$ cat src/rtl/key_debounce_if.sv
// Key debounce interface: raw active-low key in, debounced level and event pulses out.
interface key_debounce_if;
    logic       key_n_i;
    logic       key_level_o;
    logic       press_o;
    logic       release_o;
    logic       long_press_o;
    logic [7:0] press_count_o;

    // Board / consumer side: drives the raw key and observes the debounced results.
    modport master (
        output key_n_i,
        input  key_level_o,
        input  press_o,
        input  release_o,
        input  long_press_o,
        input  press_count_o
    );

    // Debouncer side: samples the raw key and produces the debounced results.
    modport slave (
        input  key_n_i,
        output key_level_o,
        output press_o,
        output release_o,
        output long_press_o,
        output press_count_o
    );
endinterface

$ cat src/rtl/key_debounce.sv
// Push-button debouncer.
// The asynchronous active-low key is synchronized, then qualified by a four-state machine.
// A level change is accepted only after a run of identical samples.
// The debouncer produces a debounced level, press/release pulses, a long-press pulse and a wrapping press counter.
module key_debounce #(
    parameter int STABLE_CYCLES = 1000000,
    parameter int LONG_CYCLES   = 50000000
) (
    input  logic          sys_clk,
    input  logic          sys_rst,
    key_debounce_if.slave bus
);

    localparam int STW = $clog2(STABLE_CYCLES);
    localparam int HW  = $clog2(LONG_CYCLES + 1);

    localparam logic [STW-1:0] STAB_LAST = STW'(STABLE_CYCLES - 1);
    localparam logic [HW-1:0]  HOLD_MAX  = HW'(LONG_CYCLES);
    localparam logic [HW-1:0]  HOLD_PRE  = HW'(LONG_CYCLES - 1);

    typedef enum logic [1:0] {
        RELEASED,
        PRESS_WAIT,
        PRESSED,
        RELEASE_WAIT
    } state_t;

    logic           sync1_q, sync2_q;
    state_t         state_q, state_d;
    logic [STW-1:0] stab_q, stab_d;
    logic           level_q, level_d;
    logic           press_q, press_d;
    logic           release_q, release_d;
    logic [HW-1:0]  hold_q, hold_d;
    logic           long_q, long_d;
    logic [7:0]     count_q, count_d;
    logic           sample;

    assign sample = sync2_q;

    // Two-flop synchronizer; resets to the released level (1) so a held key is re-qualified after reset.
    always_ff @(posedge sys_clk or posedge sys_rst) begin
        if (sys_rst) begin
            sync1_q <= 1'b1;
            sync2_q <= 1'b1;
        end else begin
            sync1_q <= bus.key_n_i;
            sync2_q <= sync1_q;
        end
    end

    // State, counters and registered outputs.
    always_ff @(posedge sys_clk or posedge sys_rst) begin
        if (sys_rst) begin
            state_q   <= RELEASED;
            stab_q    <= '0;
            level_q   <= 1'b0;
            press_q   <= 1'b0;
            release_q <= 1'b0;
            hold_q    <= '0;
            long_q    <= 1'b0;
            count_q   <= '0;
        end else begin
            state_q   <= state_d;
            stab_q    <= stab_d;
            level_q   <= level_d;
            press_q   <= press_d;
            release_q <= release_d;
            hold_q    <= hold_d;
            long_q    <= long_d;
            count_q   <= count_d;
        end
    end

    // Debounce state machine: a stability counter qualifies each candidate level change.
    always_comb begin
        state_d   = state_q;
        stab_d    = stab_q;
        press_d   = 1'b0;
        release_d = 1'b0;
        case (state_q)
            RELEASED: begin
                if (!sample) begin
                    state_d = PRESS_WAIT;
                    stab_d  = '0;
                end
            end
            PRESS_WAIT: begin
                if (sample) begin
                    state_d = RELEASED;
                    stab_d  = '0;
                end else if (stab_q == STAB_LAST) begin
                    state_d = PRESSED;
                    press_d = 1'b1;
                end else begin
                    stab_d = stab_q + STW'(1);
                end
            end
            PRESSED: begin
                if (sample) begin
                    state_d = RELEASE_WAIT;
                    stab_d  = '0;
                end
            end
            RELEASE_WAIT: begin
                if (!sample) begin
                    state_d = PRESSED;
                end else if (stab_q == STAB_LAST) begin
                    state_d   = RELEASED;
                    release_d = 1'b1;
                end else begin
                    stab_d = stab_q + STW'(1);
                end
            end
            default: begin
                state_d = RELEASED;
                stab_d  = '0;
            end
        endcase
        level_d = (state_d == PRESSED) || (state_d == RELEASE_WAIT);
    end

    // Hold timer and press counter.
    // The hold timer restarts only on a fresh press and saturates, so a release bounce cannot re-fire long_press.
    always_comb begin
        hold_d  = hold_q;
        long_d  = 1'b0;
        count_d = count_q;
        if (press_d) begin
            hold_d  = '0;
            count_d = count_q + 8'd1;
        end else if (level_q && (hold_q != HOLD_MAX)) begin
            hold_d = hold_q + HW'(1);
            long_d = (hold_q == HOLD_PRE);
        end
    end

    assign bus.key_level_o   = level_q;
    assign bus.press_o       = press_q;
    assign bus.release_o     = release_q;
    assign bus.long_press_o  = long_q;
    assign bus.press_count_o = count_q;

endmodule

$ cat src/flat_wrapper.sv
// flat-port wrapper written by rule: the top's interface ports become plain ports
module key_debounce_flat 
#(
    parameter int STABLE_CYCLES = 1000000,
    parameter int LONG_CYCLES   = 50000000
)
  (sys_clk, sys_rst, bus_key_n_i, bus_key_level_o, bus_press_o, bus_release_o, bus_long_press_o, bus_press_count_o);
  key_debounce_if bus_i ();
  input  logic sys_clk;
  input  logic sys_rst;
  input wire logic [$bits(bus_i.key_n_i)-1:0] bus_key_n_i;
  output wire logic [$bits(bus_i.key_level_o)-1:0] bus_key_level_o;
  output wire logic [$bits(bus_i.press_o)-1:0] bus_press_o;
  output wire logic [$bits(bus_i.release_o)-1:0] bus_release_o;
  output wire logic [$bits(bus_i.long_press_o)-1:0] bus_long_press_o;
  output wire logic [$bits(bus_i.press_count_o)-1:0] bus_press_count_o;
  assign bus_i.key_n_i = bus_key_n_i;
  assign bus_key_level_o = bus_i.key_level_o;
  assign bus_press_o = bus_i.press_o;
  assign bus_release_o = bus_i.release_o;
  assign bus_long_press_o = bus_i.long_press_o;
  assign bus_press_count_o = bus_i.press_count_o;
  key_debounce #(.STABLE_CYCLES(STABLE_CYCLES), .LONG_CYCLES(LONG_CYCLES)) u_core (.sys_clk(sys_clk), .sys_rst(sys_rst), .bus(bus_i));
endmodule
$ cat config.mk
export PLATFORM = sky130hd
export DESIGN_NAME = key_debounce_flat
export DESIGN_NICKNAME = d
export VERILOG_FILES = /design/src/rtl/key_debounce_if.sv /design/src/rtl/key_debounce.sv /design/src/flat_wrapper.sv
export SDC_FILE = /design/constraint.sdc
export NUM_CORES = 1
export LEC_CHECK = 0
export BUFFER_PORTS_ARGS = -buffer_cell sky130_fd_sc_hd__buf_2
export CAP_MARGIN = 40
export CORE_MARGIN = 5
export CORE_UTILIZATION = 30
export CTS_CLUSTER_SIZE = 8
export DETAILED_ROUTE_END_ITERATION = 10
export GPL_TIMING_DRIVEN = 0
export PLACE_DENSITY_LB_ADDON = 0.2
export SYNTH_ARGS = -nofsm -noshare
export SYNTH_HDL_FRONTEND = slang
export SYNTH_SLANG_ARGS = --single-unit
$ cat constraint.sdc
create_clock -name sys_clk -period 1.65 [get_ports sys_clk]
set_input_delay 0.2475 -clock sys_clk [delete_from_list [all_inputs] [get_ports sys_clk]]
set_output_delay 0.2475 -clock sys_clk [all_outputs]
set_load 0.005 [all_outputs]
; ---- Word level (Yosys, flattened, before mapping)
; Index checks and enable logic that the tools add are counted.
[classes]
add_sub_neg = 3
n_eq_ne = 11
mux = 22
n_reduce_logical = 5
[ops]
columns = cell, count
row1 = two-way mux 20 bit, 5
row2 = case mux 20 bit (4 select lines), 1
row3 = two-way mux 26 bit, 2
row4 = "adder 26 x 1 -> 26 bit, second input constant", 1
row5 = "equality test 26 bit, second input constant", 1
row6 = "inequality test 26 bit, second input constant", 1
row7 = "adder 20 x 1 -> 20 bit, second input constant", 1
row8 = "equality test 20 bit, second input constant", 1
row9 = two-way mux 2 bit, 6
row10 = "adder 8 x 1 -> 8 bit, second input constant", 1
row11 = "equality test 2 bit, second input constant", 4
row12 = case mux 2 bit (4 select lines), 1
row13 = two-way mux 1 bit, 7
row14 = "inequality test 2 x 1 -> 1 bit, second input constant", 2
row15 = AND reduction 3 bit, 1
row16 = "equality test 2 x 1 -> 1 bit, second input constant", 1
row17 = logical NOT 2 bit, 1
row18 = "inequality test 2 bit, second input constant", 1
row19 = nonzero test 2 bit, 1
row20 = logical AND 1 bit, 1
row21 = logical OR 1 bit, 1
[word_totals]
ff_bits = 62
input_bits = 3
out_inout_bits = 12

; ---- Logic depth before layout (Yosys ltp)
; Gate-level depths: netlist of the first run.
[depth]
depth_word = 6
mapped_depth = 7

; ---- Worst setup path after synthesis of the first run
; No wires, ideal clock.
[synth_timing]
path_kind = reg2reg
start = reg u_core.hold_q[0]
end = reg u_core.hold_q[2]
t_arrival_ns = 1.588
path_slack_ns = -0.065
path_stages_with_launch = 8
n_path_buf = 0
cell_sequence = dfrtp_1 inv_1 ha_1 nor4bb_1 nand3_1 o31ai_4 nor2_1 mux2_1
[synth_via]
elab_chain_cells = 3
[synth_rtl]
columns = element, line_no
row1 = start: declaration, key_debounce.sv:34  ; logic [HW-1:0] hold_q, hold_d;
row2 = start signal: assignment, key_debounce.sv:69  ; hold_q <= hold_d;
row3 = adder 26 x 1 -> 26 bit or inequality test 26 bit (tied branches), "key_debounce.sv:133, key_debounce.sv:132"
row4 = two-way mux 26 bit or logical AND 1 bit (tied branches), key_debounce.sv:132  ; end else if (level_q && (hold_q != HOLD_MAX)) begin
row5 = two-way mux 26 bit or nonzero test 2 bit (tied branches), -
; Parallel ways exist; a longest one is shown, timed or not. The select of a mux whose other input is x is not followed.
; A chain may end at the register's enable or synchronous reset.

; ---- Worst setup path after layout of the first run
[layout_timing]
start = reg u_core.stab_q[13]
end = reg u_core.hold_q[2]
[layout_via]
elab_chain_cells = 5
[layout_rtl]
columns = element, line_no
row1 = start: declaration, key_debounce.sv:30  ; logic [STW-1:0] stab_q, stab_d;
row2 = start signal: assignment, key_debounce.sv:65  ; stab_q <= stab_d;
row3 = equality test 20 bit *, key_debounce.sv:92  ; end else if (stab_q == STAB_LAST) begin
row4 = two-way mux 1 bit *, key_debounce.sv:92
row5 = two-way mux 1 bit *, key_debounce.sv:89  ; if (sample) begin
row6 = two-way mux 1 bit *, key_debounce.sv:81  ; case (state_q)
row7 = two-way mux 26 bit or nonzero test 2 bit (tied branches), -
; Every way passes the cells marked *; elsewhere a longest branch is shown, timed or not.

==> results of run 1 <==
[flip-flops by register name, indices dropped and copies added (netlist names)]
name and flops:
u_core.bus.press_count_o 8, u_core.sample 1, u_core.bus.press_o 1, u_core.hold_q 26, u_core.bus.key_level_o 1, u_core.stab_q 20, u_core.bus.long_press_o 1, u_core.state_q 2
u_core.sync1_q 1, u_core.bus.release_o 1
[logic make-up after synthesis]
family	synth area share, %
AOI/OAI and AO/OA	5.85
xor gates and xnor gates	9.97
adders and majority gates	1.54
buffers and inverters	2.43
DFF	47.8
muxes	2.23
and+or+nand+nor	30.2
[per-layer routing]
metal	part of all wire (%)	up-vias	track usage, %
met4	2.7	0	4.91
met2	49	30	21.2
li1	-	1282	-
met5	0	-	0
met3	3.6	17	3.86
met1	45	1309	15.9
[power by group]
part	internal, mW	switching, mW
clock network	0.810	0.580
registers	1.54	0.0232
logic	0.0549	0.0923
total	2.40	0.695
[Yosys cell counts (all sizes together), types with 2 or more instances]
master,count
nand3b,2
dfstp,2
a21o,3
or2,2
nor2b,5
nor3b,2
nor3,15
xnor2,20
mux2i,5
clkbuf,3
nor4,3
o21ai,11
dfrtp,60
buf,8
nor4b,7
nand4,23
nand3,21
mux2,2
a22o,2
xor2,17
ha,4
or3,8
nor2,43
nand2,17
and4,7
a21oi,10
and3,11
inv,6
[cell type report]
class	instances	area, um2	share of cell area (%)
Clock inverter	3	42.5	1.01
Tap cell	140	175	4.15
Multi-Input combinational cell	250	1850	43.7
Timing Repair Buffer	44	345	8.17
Clock buffer	12	165	3.91
Inverter	6	26.3	0.622
Buffer	6	57.6	1.36
Sequential cell	62	1570	37.1
[worst reg2reg max path: stages (launching register included)]
cell and delay, ns:
dfrtp_2 0.44, nor4b_4 0.30, nand4_1 0.14, buf_6 0.15, nor3_4 0.30, nor2b_1 0.08, mux2_4 0.27
[layout by cell type, fill, tap and decap left out, drive strengths merged, types with 3 or more instances in the layout]
master,netlist,routed
ha,4,4
xor2,17,17
nor2,43,43
nand3,21,21
or3,8,8
xnor2,20,20
buf,8,48
nor4b,7,7
nor4,3,3
nand2,17,17
inv,6,5
clkbuf,3,13
nor3,15,15
a21oi,10,10
and4,7,7
nand4,23,23
a21o,3,3
dfrtp,60,60
nor2b,5,5
mux2i,5,5
and3,11,11
o21ai,11,11
[stage by stage]
step                worst slack (ns)  hold slack, ns  TNS [ns]
floorplan                    -0.0277           0.252   -0.0277
global placement              -0.415           0.346    -13.50
detailed placement            -0.399           0.347    -13.58
CTS                           -0.153          0.0466     -3.22
global route                  -0.266          0.0794     -6.72
finish                        -0.142          0.0306     -2.17
[path summary, 6_finish.rpt]
check | slack [ns] | endpoint | cells past startpoint
setup / recovery | -0.14 | u_core.hold_q[2] | 6
hold / removal | 0.03 | u_core.hold_q[12] | 2
setup reg to reg | -0.14 | u_core.hold_q[2] | 6
hold reg to reg | 0.36 | u_core.sample | 0
max in group asynchronous | 0.95 | u_core.sample | 3
min in group sys_clk | 0.36 | u_core.sample | 0
[repair_timing]
action / 4_1_cts / 5_1_grt
hold buffers: 1 / 0
cloned: 1 / 0
buffers inserted: 16 / 11
setup endpoints to repair: 59 / 59
pin swaps: 16 / 15
endpoints found under the hold margin: 1 / 0
resized for setup: 42 / 35
==> results.sh, run 1 <==
export IMPL_endpoint_kind="register"
export IMPL_failed_checks="negative setup slack"
export IMPL_syn_avg_cell_area_um2=9.88
export IMPL_synth_seq_cells=62
export IMPL_cp_startpoint="u_core.stab_q[13]"
export IMPL_critPathMaxFanout=5
export IMPL_fin_area_mm2=0.00423
export IMPL_routedWlPerCell_um=15.0
export IMPL_ir_drop_mv=0.770
export IMPL_hold_path_class="input port to asynchronous set/reset pin"
export IMPL_placed_area_mm2=0.00352
export IMPL_fmax_ghz=0.558
export IMPL_io_pins=15
export IMPL_overflow=0
export IMPL_p_leak_nw=1.87
export IMPL_slowest_delay_ns=0.44
export IMPL_drc=0
export IMPL_core_area_mm2=0.0107
export IMPL_track_usage_pct=12.9
export IMPL_die_w_um=114
export IMPL_period_share_pct=109
export IMPL_status="finished with violations"
export IMPL_drv_cap=0
export IMPL_insertion_delay_ns=0.34
export IMPL_finalWirelength_um=7860
export IMPL_final_antenna_net_count=0
export IMPL_n_fill_cell=1087
export IMPL_vias=2638
export IMPL_r2r_start="u_core.stab_q[13]"
export IMPL_viasPerCell=5.04
export IMPL_syn_inst=329
export IMPL_period_needed_ns=1.79
export IMPL_port_buffers=14
export IMPL_startpoint_type="register"
export IMPL_crit_chain="nor4b_4, nand4_1, buf_6, nor3_4, nor2b_1, mux2_4"
export IMPL_synth_edff_count=0
export IMPL_ys_types=46
export IMPL_async_reset_ff_share_pct=100
export IMPL_fin_worst_skew_ns=0.0118
export IMPL_drt_pass1_iter_count=4
export IMPL_powerDensity_mw_per_mm2=733
export IMPL_crit_required_ns=1.88
export IMPL_synth_area_leaders="dfrtp_1 46%, xnor2_1 5.4%, nor2_1 5.0%"
export IMPL_clk_pin_slew_worst_paths_ns=0.07
export IMPL_setup_ws_ns=-0.142
export IMPL_drive_above_1_share_pct=31.9
export IMPL_cp_top_family="simple AND/OR/NAND/NOR gates"
export IMPL_cpMaxStageDelayCell="dfrtp_2"
export IMPL_dpl_cell_count=484
export IMPL_grt_max_degree=33
export IMPL_clock_sinks=62
export IMPL_area_delta_synth_final_pct=30.0
export IMPL_globalplace_congestion=0.773
export IMPL_synth_warnings=0
export IMPL_dieArea_mm2=0.0130
export IMPL_cts_buffers=9
export IMPL_die_y_um=114
export IMPL_finalSetupViolCount=43
export IMPL_clock_root_buffer="clkbuf_8"
export IMPL_cp_arrival_ns=2.02
export IMPL_ys_flop_type="dfrtp_1"
export IMPL_initial_core_util_pct=30.2
export IMPL_ys_seq_area_share_pct=47.8
export IMPL_htreeDepth=3
export IMPL_critPathKind="register to register"
export IMPL_antenna_cells=0
export IMPL_grt_first_pass_wirelength_um=13300
export IMPL_total_power_mw=3.10
export IMPL_final_util_pct=39.3
export IMPL_hpwl_um=5010
export IMPL_antenna_found_initial=0
export IMPL_cts_tree="built"
export IMPL_yosysTopAreaCell="dfrtp_1"
export IMPL_finalHoldViolations=0
export IMPL_tightest_slew_ns=0.748
export IMPL_fp_row_count=38
export IMPL_maxSlewViolCount=0
export IMPL_stdcell_count=523
export IMPL_rsz0062_at_grt="true"
export IMPL_grt_pass1_vias=2656
export IMPL_synth_nets=336
export IMPL_clock_path_buffers=2
export IMPL_final_nets=386
export IMPL_drtIter0Drc=92
export IMPL_syn_area_mm2=0.00325
export IMPL_crit_buf_inv=1
export IMPL_netlist_area_leader_share_pct=46.2
export IMPL_relSlewSlack_pct=50.0
Note: power is estimated with default switching activity, not from simulation.
==> run 2, diff against run 1 <==
Settings changed: ABC_AREA set to 1.
==> results.sh, run 2 <==
export IMPL_worstHoldStart="bus_key_n_i"
export IMPL_syn_inst=609
export IMPL_viasPerCell=4.85
export IMPL_hold_buffers=0
export IMPL_cts_buffers=9
export IMPL_endpoint_kind="register"
export IMPL_ys_types=32
export IMPL_ir_drop_mv=0.428
export IMPL_r2r_start="u_core.hold_q[0]"
export IMPL_setup_ws_ns=-0.132
export IMPL_layout_common_cells="189 x nand2_1, 64 x nor2_1, 62 x inv_1, 57 x dfrtp_1, 56 x nand3_1"
export IMPL_fp_row_count=43
export IMPL_initial_core_util_pct=30.2
export IMPL_final_common_cell="nand2_1"
export IMPL_maxSlewViolCount=0
export IMPL_die_w_um=128
export IMPL_powerDensity_mw_per_mm2=652
export IMPL_hold_depth=1
export IMPL_drc=0
export IMPL_drv_cap=0
export IMPL_synth_edff_count=0
export IMPL_async_reset_ff_share_pct=100
export IMPL_status="finished with violations"
export IMPL_synth_nets=616
export IMPL_finalHoldViolations=0
export IMPL_final_nets=682
export IMPL_routedWlPerCell_um=14.3
export IMPL_tightest_slew_ns=0.693
export IMPL_ff2ff_path_depth=10
export IMPL_cp_arrival_ns=2.00
export IMPL_grt_pass1_vias=3888
export IMPL_antenna_cells=0
export IMPL_relSlewSlack_pct=53.7
export IMPL_period_share_pct=108
export IMPL_cp_startpoint="u_core.hold_q[0]"
export IMPL_dieArea_mm2=0.0163
export IMPL_failed_checks="negative setup slack"
export IMPL_synth_commonest_cells="201 x nand2_1, 89 x nand3_1, 72 x nor2_1, 68 x inv_1, 60 x dfrtp_1"
export IMPL_finalWirelength_um=12300
export IMPL_clock_path_buffers=2
export IMPL_synth_warnings=0
export IMPL_hpwl_um=8050
export IMPL_area_delta_synth_final_pct=34.6
export IMPL_total_power_mw=3.64
export IMPL_die_y_um=128
export IMPL_track_usage_pct=14.3
export IMPL_htreeDepth=3
export IMPL_critPathMaxFanout=6
export IMPL_final_util_pct=40.6
export IMPL_synth_seq_cells=62
export IMPL_clock_sinks=62
export IMPL_fmax_ghz=0.561
export IMPL_synth_area_leaders="dfrtp_1 36%, nand2_1 18%, nand3_1 11%"
export IMPL_ys_seq_area_share_pct=37.5
export IMPL_syn_area_mm2=0.00414
export IMPL_crit_required_ns=1.87
export IMPL_syn_avg_cell_area_um2=6.80
export IMPL_grt_max_degree=34
export IMPL_insertion_delay_ns=0.33
export IMPL_hold_path_class="input port to register"
export IMPL_clock_root_buffer="clkbuf_16"
export IMPL_globalplace_congestion=0.909
export IMPL_port_buffers=14
export IMPL_period_needed_ns=1.78
export IMPL_overflow=0
export IMPL_largest_reg_flops=26
export IMPL_drive_above_1_share_pct=25.4
export IMPL_antenna_found_initial=0
export IMPL_ys_flop_type="dfrtp_1"
export IMPL_drt_pass1_iter_count=5
export IMPL_final_antenna_net_count=0
export IMPL_drtIter0Drc=291
export IMPL_yosysMostFrequentCell="nand2_1"
export IMPL_finalSetupViolCount=25
export IMPL_netlist_area_leader_share_pct=36.2
export IMPL_n_fill_cell=1405
export IMPL_startpoint_type="register"
export IMPL_vias=4168
export IMPL_core_area_mm2=0.0137
export IMPL_top_register="u_core.hold_q"
export IMPL_fin_worst_skew_ns=0.00755
export IMPL_io_pins=15
export IMPL_grt_first_pass_wirelength_um=18900
export IMPL_p_leak_nw=2.63
export IMPL_clk_pin_slew_worst_paths_ns=0.06
export IMPL_critPathKind="register to register"
export IMPL_cts_tree="built"
export IMPL_rsz0062_at_grt="true"
export IMPL_yosysTopAreaCell="dfrtp_1"
-- run 2: changes by cell type in the layout (fill, tap and decap cells not counted), sizes merged, moves of 7 or more --
cell / previous run / this run
a21oi: 10 / 2
and3: 11 / 0
and4: 7 / 0
buf: 48 / 61
clkbuf: 13 / 20
inv: 5 / 70
nand2: 17 / 201
nand3: 21 / 93
nor2: 43 / 76
nor4b: 7 / 0
o21ai: 11 / 20
or3: 8 / 0
xnor2: 20 / 8
-- run 2: per-stage QoR --
step | hold WS, ns | worst slack (ns) | std cells | TNS [ns] | area [um2]
finish | 0.0214 | -0.132 | 860 | -2.35 | 5580
global route | 0.00736 | -0.172 | 860 | -5.36 | 5580
CTS | 0.0101 | -0.0680 | 832 | -1.31 | 4960
detailed placement | 0.348 | -0.356 | 804 | -13.72 | 4460
global placement | 0.349 | -0.346 | 803 | -13.02 | 4440
floorplan | 0.252 | 0.0581 | 609 | 0 | 4150
-- run 2: worst paths after layout --
check / to / slack [ns]
worst max-delay path: u_core.hold_q[5] / -0.13
worst min-delay path: u_core.sync1_q / 0.02
worst max register to register: u_core.hold_q[5] / -0.13
worst min register to register: u_core.sample / 0.36
max in group asynchronous: u_core.hold_q[0] / 1.03
min in group asynchronous: u_core.stab_q[12] / 0.03
-- run 2: metal layers --
metal  up-vias  share of wire (%)  track usage, %
met5         -                  0               0
met4         0                2.4            5.24
met3        28                4.4            2.80
met2       106                 50            25.3
met1      1953                 43            17.2
li1       2081                  -               -
-- run 2: cell families (layout without fill, tap and decap cells) --
kind of cell / count (synthesis) / count (layout) / synth area share [%]
AOI/OAI and AO/OA: 24 / 24 / 3.32
xor gates and xnor gates: 23 / 23 / 4.86
adders and majority gates: 4 / 4 / 1.21
buffers and inverters: 86 / 156 / 9.60
DFF: 62 / 62 / 37.5
and+or+nand+nor: 410 / 411 / 43.5
-- run 2: timing repair --
action | CTS | global route
gates resized for setup | 38 | 75
setup buffers | 11 | 20
setup endpoints to repair | 53 | 57
hold endpoints to repair | 0 | 0
cloned | 1 | 9
pin swaps | 3 | 29
-- run 2: where the power goes --
group,internal [mW],switching [mW]
clock network,1.25,0.705
logic,0.0455,0.0910
registers,1.53,0.0114
total,2.83,0.807
-- run 2: cell type report --
type | count | area, um2 | area share [%]
Tap cell | 180 | 225 | 4.04
Sequential cell | 62 | 1560 | 27.9
Clock inverter | 3 | 42.5 | 0.763
Timing Repair Buffer | 54 | 500 | 8.98
Clock buffer | 13 | 260 | 4.67
Inverter | 72 | 274 | 4.91
Buffer | 14 | 166 | 2.98
Multi-Input combinational cell | 462 | 2550 | 45.7
-- run 2: worst max-delay path, cell delays in order, from the launching register on --
cell       delay, ns
dfrtp_2         0.44
inv_2           0.10
ha_4            0.13
nand4_1         0.09
nor2_1          0.16
nand2_2         0.10
o21a_1          0.22
buf_6           0.15
clkbuf_16       0.16
nand3_2         0.06
nand2_1         0.06
==> run 3, diff against run 2 <==
Settings changed: CORE_ASPECT_RATIO set to 2.
==> results.sh, run 3 (synthesis gave the netlist of run 2 again) <==
export IMPL_drc=0
export IMPL_p_leak_nw=2.65
export IMPL_critPathMaxFanout=5
export IMPL_htreeDepth=3
export IMPL_grt_pass1_vias=4286
export IMPL_layout_common_cells="190 x nand2_1, 64 x nor2_1, 61 x inv_1, 54 x nand3_1, 52 x dfrtp_1"
export IMPL_die_w_um=93.1
export IMPL_fmax_ghz=0.589
export IMPL_cts_buffers=9
export IMPL_insertion_delay_ns=0.33
export IMPL_tns_ns=-0.880
export IMPL_failed_checks="negative setup slack"
export IMPL_viasPerCell=5.03
export IMPL_track_usage_pct=17.2
export IMPL_ff_latch_area_mm2=0.00156
export IMPL_swShare_pct=22.8
export IMPL_drtIter0Drc=177
export IMPL_total_power_mw=3.67
export IMPL_drive_above_1_share_pct=26.6
export IMPL_tightest_slew_ns=0.353
export IMPL_fp_row_count=60
export IMPL_area_delta_synth_final_pct=35.9
export IMPL_maxSlewViolCount=0
export IMPL_cp_startpoint="u_core.stab_q[0]"
export IMPL_setup_ws_ns=-0.0487
export IMPL_initial_core_util_pct=30.7
export IMPL_status="finished with violations"
export IMPL_relSlewSlack_pct=76.4
export IMPL_crit_required_ns=1.87
export IMPL_clock_power_share_pct=54.0
export IMPL_io_pins=15
export IMPL_crit_chain="ha_4, nand2_4, nor2_4, nand2_2, nor2_2, nand4_1, buf_6, buf_12, clkbuf_16, nand3_1, nand2_1"
export IMPL_power_frac_seq_pct=42.1
export IMPL_dpl_cell_count=780
export IMPL_placed_area_mm2=0.00445
export IMPL_rsz0062_at_grt="true"
export IMPL_finalSetupViolCount=30
export IMPL_clk_pin_slew_worst_paths_ns=0.06
export IMPL_cp_top_family="simple AND/OR/NAND/NOR gates"
export IMPL_endpoint_kind="register"
export IMPL_clock_sinks=62
export IMPL_stdcell_count=832
export IMPL_final_util_pct=41.6
export IMPL_largest_reg_flops=26
export IMPL_r2r_start="u_core.stab_q[0]"
export IMPL_finalHoldViolations=0
export IMPL_clock_path_buffers=2
export IMPL_ir_drop_mv=0.470
export IMPL_cts_tree="built"
export IMPL_slowest_delay_ns=0.40
export IMPL_final_antenna_net_count=0
export IMPL_rr_endpoint="u_core.hold_q[14]"
export IMPL_routedWlPerCell_um=16.8
export IMPL_combPwrFrac_pct=3.9
export IMPL_grt_first_pass_wirelength_um=21400
export IMPL_hold_slack_ns=0.0185
export IMPL_cp_depth=11
export IMPL_cp_endpoint="u_core.hold_q[14]"
export IMPL_cp_arrival_ns=1.92
export IMPL_final_common_cell="nand2_1"
export IMPL_antenna_cells=0
export IMPL_finalWirelength_um=14000
export IMPL_powerDensity_mw_per_mm2=651
export IMPL_period_needed_ns=1.70
export IMPL_vias=4188
export IMPL_grt_max_degree=33
export IMPL_top_register="u_core.hold_q"
export IMPL_dp_slack_ns=-0.414
export IMPL_critPathKind="register to register"
export IMPL_startpoint_type="register"
export IMPL_crit_buf_inv=3
export IMPL_p_sw_uw=834
export IMPL_core_area_mm2=0.0135
export IMPL_final_nets=679
export IMPL_multi_input_area_mm2=0.00256
export IMPL_globalplace_congestion=0.965
export IMPL_fin_area_mm2=0.00563
export IMPL_drt_pass1_iter_count=4
export IMPL_antenna_found_initial=0
export IMPL_die_y_um=176
export IMPL_n_fill_cell=1382
export IMPL_fin_worst_skew_ns=0.0116
export IMPL_dieArea_mm2=0.0164
export IMPL_hpwl_um=9880
export IMPL_ff2ff_path_depth=11
export IMPL_hold_path_class="input port to register"
export IMPL_clock_root_buffer="clkbuf_16"
export IMPL_port_buffers=14
export IMPL_rrSetupSlack_ns=-0.05
export IMPL_overflow=0
export IMPL_cpMaxStageDelayCell="dfrtp_1"
export IMPL_period_share_pct=103
export IMPL_drv_cap=0
export IMPL_internal_power_mw=2.83
==> run 3: changes by cell type in the layout (fill, tap and decap cells not counted), moves of 3 or more <==
cell / previous run / this run
buf_4: 30 / 23
dfrtp_1: 57 / 52
dfrtp_2: 3 / 8
buf_12: 1 / 4
buf_16: 0 / 3
==> run 3: worst reg2reg max path, stage by stage, from the launching register on <==
cell and delay (ns):
dfrtp_1 0.40, ha_4 0.17, nand2_4 0.06, nor2_4 0.10
nand2_2 0.08, nor2_2 0.11, nand4_1 0.09, buf_6 0.16
buf_12 0.14, clkbuf_16 0.16, nand3_1 0.06, nand2_1 0.05
==> run 3: layer usage <==
metal  global-route usage [%]  routed length, um
met2                     33.0               7970
met1                     14.8               4530
met5                        0                  0
met3                     2.86                343
met4                     14.1               1180
==> run 3: power by group through the flow <==
stage	combinational [mW]	clock, mW	sequential, mW
2_1_floorplan	0.0662	0	1.57
3_3_place_gp	0.0994	0	1.57
3_5_place_dp	0.113	0	1.57
4_1_cts	0.142	2.05	1.54
5_1_grt	0.162	2.10	1.55
6_report	0.142	1.98	1.54
==> run 3: worst min-delay path by stage <==
stage / startpoint / end / slack (ns) / cells after the start
final: bus_key_n_i / u_core.sync1_q / 0.02 / 1
after global routing: bus_key_n_i / u_core.sync1_q / 0.002 / 1
after CTS: bus_key_n_i / u_core.sync1_q / 0.001 / 1
after detailed placement: sys_rst / u_core.hold_q[7] / 0.18 / 2
after floorplan: bus_key_n_i / u_core.sync1_q / 0.25 / 0
after global placement: u_core.sync1_q / u_core.sample / 0.35 / 0
==> run 3: timing repair <==
| item | CTS | global route |
|---|---|---|
| hold buffers | 1 | 0 |
| setup buffers | 23 | 3 |
| endpoints found under the hold margin | 5 | 0 |
| pin swaps | 11 | 21 |
| endpoints found under the setup margin | 59 | 53 |
| cloned | 5 | 4 |
| resized for setup | 59 | 69 |
==> run 3: cell type report <==
class	count	area share, %
plain buffers	14	3.25
clock buffers	11	4.49
clock inverters	5	1.02
inverters	72	4.94
multi-input cells	462	45.5
flip-flops and latches	62	27.8
well taps	155	3.45
repair buffers	51	9.54
